File: src/rtl/clk_seq_pkg.sv
// Shared types for the Ace system clock sequencer: FSM states and CPU enable rate codes.
package clk_seq_pkg;

  typedef enum logic [1:0] {
    WAIT_LOCK = 2'd0,
    STABLE    = 2'd1,
    RUN_HOLD  = 2'd2,
    RUN       = 2'd3
  } state_e;

  typedef enum logic [1:0] {
    DIV1 = 2'd0,
    DIV2 = 2'd1,
    DIV4 = 2'd2,
    DIV8 = 2'd3
  } div_sel_e;

  localparam div_sel_e DIV_SEL_RESET = DIV8;

endpackage

File: src/rtl/sync2.sv
// Two-flop synchroniser for a single asynchronous level input; resets to 0.
module sync2 (
  input  logic clk,
  input  logic rst_n,
  input  logic i_d,
  output logic o_q
);

  logic r_meta;
  logic r_sync;

  always_ff @(posedge clk or negedge rst_n) begin
    if (!rst_n) begin
      r_meta <= 1'b0;
      r_sync <= 1'b0;
    end else begin
      r_meta <= i_d;
      r_sync <= r_meta;
    end
  end

  assign o_q = r_sync;

endmodule

File: src/rtl/clk_seq_ctrl.sv
// Ace system clock sequencer: waits for stable PLL lock, then runs /2 /4 /8 and CPU clock
// enables off a single clock and releases the core reset after a fixed hold.
module clk_seq_ctrl
  import clk_seq_pkg::*;
#(
  parameter int unsigned LOCK_CYCLES = 1024,
  parameter int unsigned RST_HOLD    = 16
) (
  input  logic       clk,
  input  logic       rst_n,
  input  logic       pll_lock,
  input  logic [1:0] div_sel,
  output logic       sys_rst_n,
  output logic       ce_div2,
  output logic       ce_div4,
  output logic       ce_div8,
  output logic       ce_cpu,
  output logic       running
);

  localparam int unsigned LockW = $clog2(LOCK_CYCLES);
  localparam int unsigned HoldW = $clog2(RST_HOLD + 1);
  localparam logic [LockW-1:0] LockLast = LockW'(LOCK_CYCLES - 1);
  localparam logic [HoldW-1:0] HoldLast = HoldW'(RST_HOLD - 1);

  logic             w_lock_s;
  state_e           r_state, w_state_nxt;
  logic [LockW-1:0] r_lock_cnt, w_lock_cnt_nxt;
  logic [HoldW-1:0] r_hold_cnt, w_hold_cnt_nxt;
  logic [2:0]       r_cnt, w_cnt_nxt;
  div_sel_e         r_active_sel, w_active_sel_nxt;
  logic             r_sys_rst_n;
  logic             w_active;
  logic             w_ce2, w_ce4, w_ce8, w_ce_cpu;

  sync2 u_lock_sync (
    .clk   (clk),
    .rst_n (rst_n),
    .i_d   (pll_lock),
    .o_q   (w_lock_s)
  );

  assign w_active = (r_state == RUN_HOLD) || (r_state == RUN);

  always_comb begin
    w_state_nxt    = r_state;
    w_lock_cnt_nxt = r_lock_cnt;
    w_hold_cnt_nxt = r_hold_cnt;
    w_cnt_nxt      = r_cnt;
    unique case (r_state)
      WAIT_LOCK: begin
        w_lock_cnt_nxt = '0;
        if (w_lock_s) w_state_nxt = STABLE;
      end
      STABLE: begin
        if (!w_lock_s) begin
          w_state_nxt    = WAIT_LOCK;
          w_lock_cnt_nxt = '0;
        end else if (r_lock_cnt == LockLast) begin
          w_state_nxt    = RUN_HOLD;
          w_cnt_nxt      = '0;
          w_hold_cnt_nxt = '0;
        end else begin
          w_lock_cnt_nxt = r_lock_cnt + LockW'(1);
        end
      end
      RUN_HOLD: begin
        // Lock loss takes priority over the hold terminal count.
        if (!w_lock_s) begin
          w_state_nxt = WAIT_LOCK;
          w_cnt_nxt   = '0;
        end else begin
          w_cnt_nxt      = r_cnt + 3'd1;
          w_hold_cnt_nxt = r_hold_cnt + HoldW'(1);
          if (r_hold_cnt == HoldLast) w_state_nxt = RUN;
        end
      end
      RUN: begin
        if (!w_lock_s) begin
          w_state_nxt = WAIT_LOCK;
          w_cnt_nxt   = '0;
        end else begin
          w_cnt_nxt = r_cnt + 3'd1;
        end
      end
      default: w_state_nxt = WAIT_LOCK;
    endcase
  end

  // Rate changes only land on the frame boundary so no CPU period is ever cut or stretched.
  always_comb begin
    w_active_sel_nxt = r_active_sel;
    if (!w_active || (r_cnt == 3'd7)) w_active_sel_nxt = div_sel_e'(div_sel);
  end

  always_comb begin
    w_ce2    = w_active & r_cnt[0];
    w_ce4    = w_active & (r_cnt[1:0] == 2'b11);
    w_ce8    = w_active & (r_cnt == 3'd7);
    w_ce_cpu = 1'b0;
    unique case (r_active_sel)
      DIV1:    w_ce_cpu = w_active;
      DIV2:    w_ce_cpu = w_ce2;
      DIV4:    w_ce_cpu = w_ce4;
      DIV8:    w_ce_cpu = w_ce8;
      default: w_ce_cpu = 1'b0;
    endcase
  end

  always_ff @(posedge clk or negedge rst_n) begin
    if (!rst_n) begin
      r_state      <= WAIT_LOCK;
      r_lock_cnt   <= '0;
      r_hold_cnt   <= '0;
      r_cnt        <= '0;
      r_active_sel <= DIV_SEL_RESET;
      r_sys_rst_n  <= 1'b0;
    end else begin
      r_state      <= w_state_nxt;
      r_lock_cnt   <= w_lock_cnt_nxt;
      r_hold_cnt   <= w_hold_cnt_nxt;
      r_cnt        <= w_cnt_nxt;
      r_active_sel <= w_active_sel_nxt;
      r_sys_rst_n  <= (w_state_nxt == RUN);
    end
  end

  assign sys_rst_n = r_sys_rst_n;
  assign running   = (r_state == RUN);
  assign ce_div2   = w_ce2;
  assign ce_div4   = w_ce4;
  assign ce_div8   = w_ce8;
  assign ce_cpu    = w_ce_cpu;

endmodule

File: config.mk
export PLATFORM = sky130hd
export DESIGN_NAME = clk_seq_ctrl
export DESIGN_NICKNAME = d
export VERILOG_FILES = /design/src/rtl/clk_seq_pkg.sv /design/src/rtl/sync2.sv /design/src/rtl/clk_seq_ctrl.sv
export SDC_FILE = /design/constraint.sdc
export NUM_CORES = 1
export LEC_CHECK = 0
export ABC_AREA = 1
export CAP_MARGIN = 5
export CORE_MARGIN = 1
export CORE_UTILIZATION = 45
export CTS_CLUSTER_SIZE = 24
export DETAILED_ROUTE_END_ITERATION = 7
export GPL_TIMING_DRIVEN = 0
export SYNTH_ARGS = -nofsm -noshare
export SYNTH_HDL_FRONTEND = slang
export SYNTH_SLANG_ARGS = --single-unit
export TNS_END_PERCENT = 10
File: constraint.sdc
create_clock -name clk -period 1.8 [get_ports clk]
set_input_delay 0.36 -clock clk [delete_from_list [all_inputs] [get_ports clk]]
set_output_delay 0.36 -clock clk [all_outputs]
set_load 0.01 [all_outputs]
# --- After elaboration in Yosys (flattened, before gate mapping) ---
# Cells that the tools add are included.
op_classes:
  n_addsub: 3
  eq_ne: 15
  mux: 19
  bitwise_logic: 3
  n_reduce_logical: 12
op_table:
  columns: ["cell", "n"]
  rows:
  - ["10-bit 2-to-1 mux", 2]
  - ["10-bit case mux with 2 select lines", 1]
  - ["5-bit 2-to-1 mux", 3]
  - ["2-bit equality test, second input constant", 6]
  - ["2-bit 2-to-1 mux", 6]
  - ["10-bit by 1-bit adder with 10-bit output, second input constant", 1]
  - ["10-bit equality test, second input constant", 1]
  - ["5-bit case mux with 2 select lines", 1]
  - ["3-bit 2-to-1 mux", 3]
  - ["2-bit case mux with 4 select lines", 1]
  - ["3-bit case mux with 2 select lines", 1]
  - ["2-bit nonzero test", 3]
  - ["5-bit by 1-bit adder with 5-bit output, second input constant", 1]
  - ["5-bit by 4-bit equality test with 1-bit output, second input constant", 1]
  - ["2-bit by 1-bit equality test with 1-bit output, second input constant", 2]
  - ["2-bit zero test", 2]
  - ["2-bit by 1-bit inequality test with 1-bit output, second input constant", 2]
  - ["1-bit case mux with 4 select lines", 1]
  - ["4-bit AND reduction", 1]
  - ["3-bit by 1-bit adder with 3-bit output, second input constant", 1]
  - ["1-bit bitwise AND", 3]
  - ["3-bit equality test, second input constant", 1]
  - ["3-bit inequality test, second input constant", 1]
  - ["3-bit AND reduction", 1]
  - ["5 further kinds", 6]
word_totals:
  ff_bits: 25
  in_bits: 5
  out_inout_bits: 6
  elab_cells: 60

# --- Longest topological paths before layout ---
depth:
  word_depth: 5
  mapped_depth: 9
  mapped_depth_nobuf: 9

# --- Hierarchy ---
# Synthesis repeated with hierarchy kept, for this count alone.
hier_totals:
  hier_cells: 171
  hier_area_um2: 1346.3
modules_own_cells:
  columns: ["mod", "n_inst", "cells_each", "area_each_um2", "seq_area_each_um2"]
  rows:
  - ["clk_seq_ctrl", 1, 169, 1296.2, 578.1]
  - ["sync2", 1, 2, 50.0, 50.0]

# --- Worst setup path before layout ---
# Ideal clock, no wire load.
synth_timing:
  kind: "register to output"
  startpoint: "reg r_cnt[0]"
  endpoint: "out ce_cpu"
  t_arrival_ns: 1.110
  t_required_ns: 1.440
  setup_slack_ns: 0.330
  path_stages_with_launch: 7
  path_buffers: 0
  path_cell_list: "dfrtp_1 ha_1 ha_1 nand2_1 inv_1 a21oi_1 a31oi_1"
synth_via:
  elab_chain_len: 3
  word_cells_on_any_way: 6
  cone_classes: "2 x eq/ne; 1 x mux; 3 x bitwise"
synth_rtl:
  columns: ["element", "line_no", "source"]
  rows:
  - ["from (decl)", "clk_seq_ctrl.sv:30", "logic [2:0] r_cnt, w_cnt_nxt;"]
  - ["from (signal assigned)", "clk_seq_ctrl.sv:122", "r_cnt <= w_cnt_nxt;"]
  - ["3-bit equality test", "clk_seq_ctrl.sv:99", "w_ce8 = w_active & (r_cnt == 3'd7);"]
  - ["1-bit bitwise AND", "clk_seq_ctrl.sv:99", null]
  - ["named net ce_div8", "clk_seq_ctrl.sv:16", "output logic ce_div8,"]
  - ["1-bit case mux with 4 select lines", "clk_seq_ctrl.sv:101", "unique case (r_active_sel)"]
  - ["to (decl)", "clk_seq_ctrl.sv:17", "output logic ce_cpu,"]
# The timed path passes the listed nets, and every way through them passes these cells.

# --- Worst setup path in the final report ---
layout_timing:
  startpoint: "reg r_cnt[1]"
  endpoint: "out ce_cpu"
layout_via:
  elab_chain_len: 3
  word_cells_on_any_way: 5
  cone_classes: "2 x eq/ne; 1 x mux; 2 x bitwise"
layout_rtl:
  columns: ["element", "line_no"]
  rows:
  - ["3-bit equality test / 2-bit equality test (equally long branches)", "clk_seq_ctrl.sv:99, clk_seq_ctrl.sv:98"]
  - ["1-bit bitwise AND (on tied branches)", "clk_seq_ctrl.sv:99, clk_seq_ctrl.sv:98"]
  - ["1-bit case mux with 4 select lines *", "clk_seq_ctrl.sv:101"]
# Every way passes the cells marked *; elsewhere a longest branch is shown, timed or not.

==> impl_metrics.ini <==
[status]
status = finished, violations left
violations = setup timing

[hold_path]
hold_end = u_lock_sync.o_q
min_path_cells = 0
hold_path.class = reg2reg
min-delay-start = u_lock_sync.r_meta

[yosys]
synth_common_cells = 48 x nand2_1, 23 x dfrtp_1, 21 x inv_1
synth.most_common_cell = nand2_1
synth_top_family_by_area = simple AND/OR/NAND/NOR gates
synth_area_leader_cell = dfrtp_1
syn-cell-area_um2 = 1370
synth_adder_area_share = 0.04566
synth_area_leaders = dfrtp_1 42%, nand2_1 13%, inv_1 5.8%, ha_1 4.6%, nand3_1 4.0%
synth_cells = 170
ys.flop_type = dfrtp_1
syn-num-nets = 180
ys_seq_elements = 25
synthMuxAreaShare = 0.007306
async_flop_share = 1.000
synth-simple-area-share = 0.3306
synth-seq-area-share = 0.4584
synth_top_area_frac = 0.4201
synth_compound_area_frac = 0.06758
avgSynthCellArea_um2 = 8.059
synth_edf_count = 0
synthXorXnorAreaFrac = 0.01279
yosysWarningCount = 0
yosysUniqueCellTypes = 30

[finish]
diodes = 0
postLayoutCellArea_um2 = 1620
layout-drive-gt1-share = 0.1649
syn_to_final_growth_pct = 18.26
fin_nets = 199
final_cells = 219

[placed_design]
io_buffers = 10
hpwlAfterDp_um = 1942
placedCellCount = 211
pre_cts_slack_ns = -0.1379
placed_area_um2 = 1509
gp_congestion = 0.7430

[power_and_ir_drop]
p_per_area_nw_per_um2 = 562.4
p_leak_nw = 0.8795
ir_worst_vdd_mv = 0.4189

[global_routing]
antenna_found_initial = 0
grt_pass1_vias = 1111
grt_start_max_net_pins = 26
grt_usage = 0.1863
grt_pass1_wl_um = 4726
grt_overflow_total = 0

[critical_path]
crit_slowest_cell = dfrtp_1
path_cells = ha_4, ha_4, nand2_1, inv_1, a21oi_1, a31oi_1, buf_2
critPathBufInv = 2
r2r-start = r_lock_cnt[0]
slowest_delay_ns = 0.44
cp_max_fo = 2
required_ns = 1.44
arrival_ns = 1.50
start_kind = register
end_kind = output pin
critical_path_class = reg2out
r2r_cells = 9
reg2reg_to = r_lock_cnt[9]
regToRegSetupSlack_ns = 0.25
cpLargestDelayFamily = flip-flops
path_common_cell = ha_4

[clock_network]
clkTransAtPathRegs_ns = 0.14
cts_buffers = 3
ctsHtreeMaxLevel = 1
clock_sinks = 25
cts_buffer_depth = 2
cts_root_buffer = clkbuf_4
clkLatencyLatePin_ns = 0.31
cts_tree = done

[floorplan]
rows = 19
die_h_um = 57.18
fp.dieW_um = 57.18
core-area_um2 = 2829
ios = 11
fp.dieArea_um2 = 3269
floorplan.initialDensity = 0.4843

[route]
dr.first_iter.drc_count = 47
routed_wl_um = 2654
ant_nets = 0
drtPass1Iterations = 4
drcViolationCount = 0
num_vias = 1140
wl_per_cell_um = 12.12
viasPerCell = 5.205

[timing]
slew_headroom = 0.6033
tightest_slew_ns = 0.5929
fin_ws_ns = -0.05595
max_freq_ghz = 0.5388
setup-violations-final = 2
finalHoldViolCount = 0
final-max-slew-violation-count = 0
finalCriticalPeriod_ns = 1.856
finalCritPeriodShare = 1.031
rsz0062_at_grt = yes
finalClockSkew_ns = 0.004488

[run]
cap_violations = 0
-- cells by family after synthesis --
logic type / after synthesis
and+or+nand+nor: 92
buffers and inverters: 28
DFF: 25
AOI/OAI and AO/OA: 17
adders and majority gates: 5
xor gates and xnor gates: 2
muxes: 1
-- where the power goes --
| part | leakage [nW] | internal [mW] | switching (mW) |
|---|---|---|---|
| sequential | 0.335 | 0.575 | 0.0143 |
| combinational | 0.527 | 0.0266 | 0.0442 |
| clock | 0.0177 | 0.0830 | 0.168 |
| total | 0.880 | 0.685 | 0.227 |
-- through the flow --
stage               utilization  power [mW]  setup TNS [ns]  hold WS, ns
CTS                      0.5489      0.9198         -0.1317       0.3790
global route             0.5728      0.9564         -0.2700       0.3843
detailed placement       0.5334      0.6661         -0.1379       0.3457
finish                   0.5728      0.9112        -0.08139       0.3723
global placement         0.5334      0.6624         -0.1377       0.3395
floorplan                     -      0.6299               0      0.06441
-- layout by cell type, fill, tap and decap left out, types with 2 or more instances in the layout --
cell type        count
o21ai_1              9
nand4_1              8
nand2_2              2
clkdlybuf4s50_1      5
buf_6                2
inv_1               21
o21ai_0              3
nand2_1             47
inv_2                5
dlygate4sd2_1        3
nand2_4              2
or2_2                2
dfrtp_1             23
dfstp_2              2
a21oi_1              2
nand3_1             11
ha_4                 2
ha_1                 3
nor2_1              13
buf_4                2
clkbuf_4             3
-- registers in the layout, summed over array words and instances, names as in the netlist --
register	flops
r_state	2
sys_rst_n	1
r_hold_cnt	5
u_lock_sync.r_meta	1
r_cnt	3
r_lock_cnt	10
u_lock_sync.o_q	1
r_active_sel	2
-- how the worst max path moves through the flow --
| stage | endpoint | cells past startpoint | from |
|---|---|---|---|
| 3_5_place_dp | ce_cpu | 7 | r_cnt[0] |
| 6_report | ce_cpu | 7 | r_cnt[1] |
| 3_3_place_gp | ce_cpu | 7 | r_cnt[0] |
| 5_1_grt | ce_cpu | 7 | r_cnt[1] |
| 2_1_floorplan | ce_cpu | 6 | r_cnt[0] |
| 4_1_cts | ce_cpu | 7 | r_cnt[0] |
-- layout make-up --
class                      count  area, um^2
fill                         258        1209
multi-input combinational    117       668.1
sequential                    25       628.1
timing repair buffer          14       145.1
inverter                      26       97.59
tap                           31       38.79
clock buffer                   3       22.52
buffer                         2       15.01
clock inverter                 1       5.005
-- layer usage --
| layer | share of wire | routed length [um] | vias to the layer above | GRT usage |
|---|---|---|---|---|
| met4 | 0.0064 | 17 | 0 | 0.06620 |
| met2 | 0.48 | 1276 | 11 | 0.3092 |
| met3 | 0.018 | 49 | 2 | 0.02041 |
| met1 | 0.49 | 1309 | 543 | 0.2540 |
| met5 | 0 | 0 | - | 0 |
| li1 | - | - | 584 | - |
-- timing repair --
| action | CTS | global route |
|---|---|---|
| resized for setup | 12 | 6 |
| hold buffers | 0 | 0 |
| cloned | 0 | 0 |
| endpoints found under the setup margin | 5 | 2 |
| setup buffers | 2 | 1 |
| pin swaps | 0 | 4 |
Power figures use the tool's default switching activity.
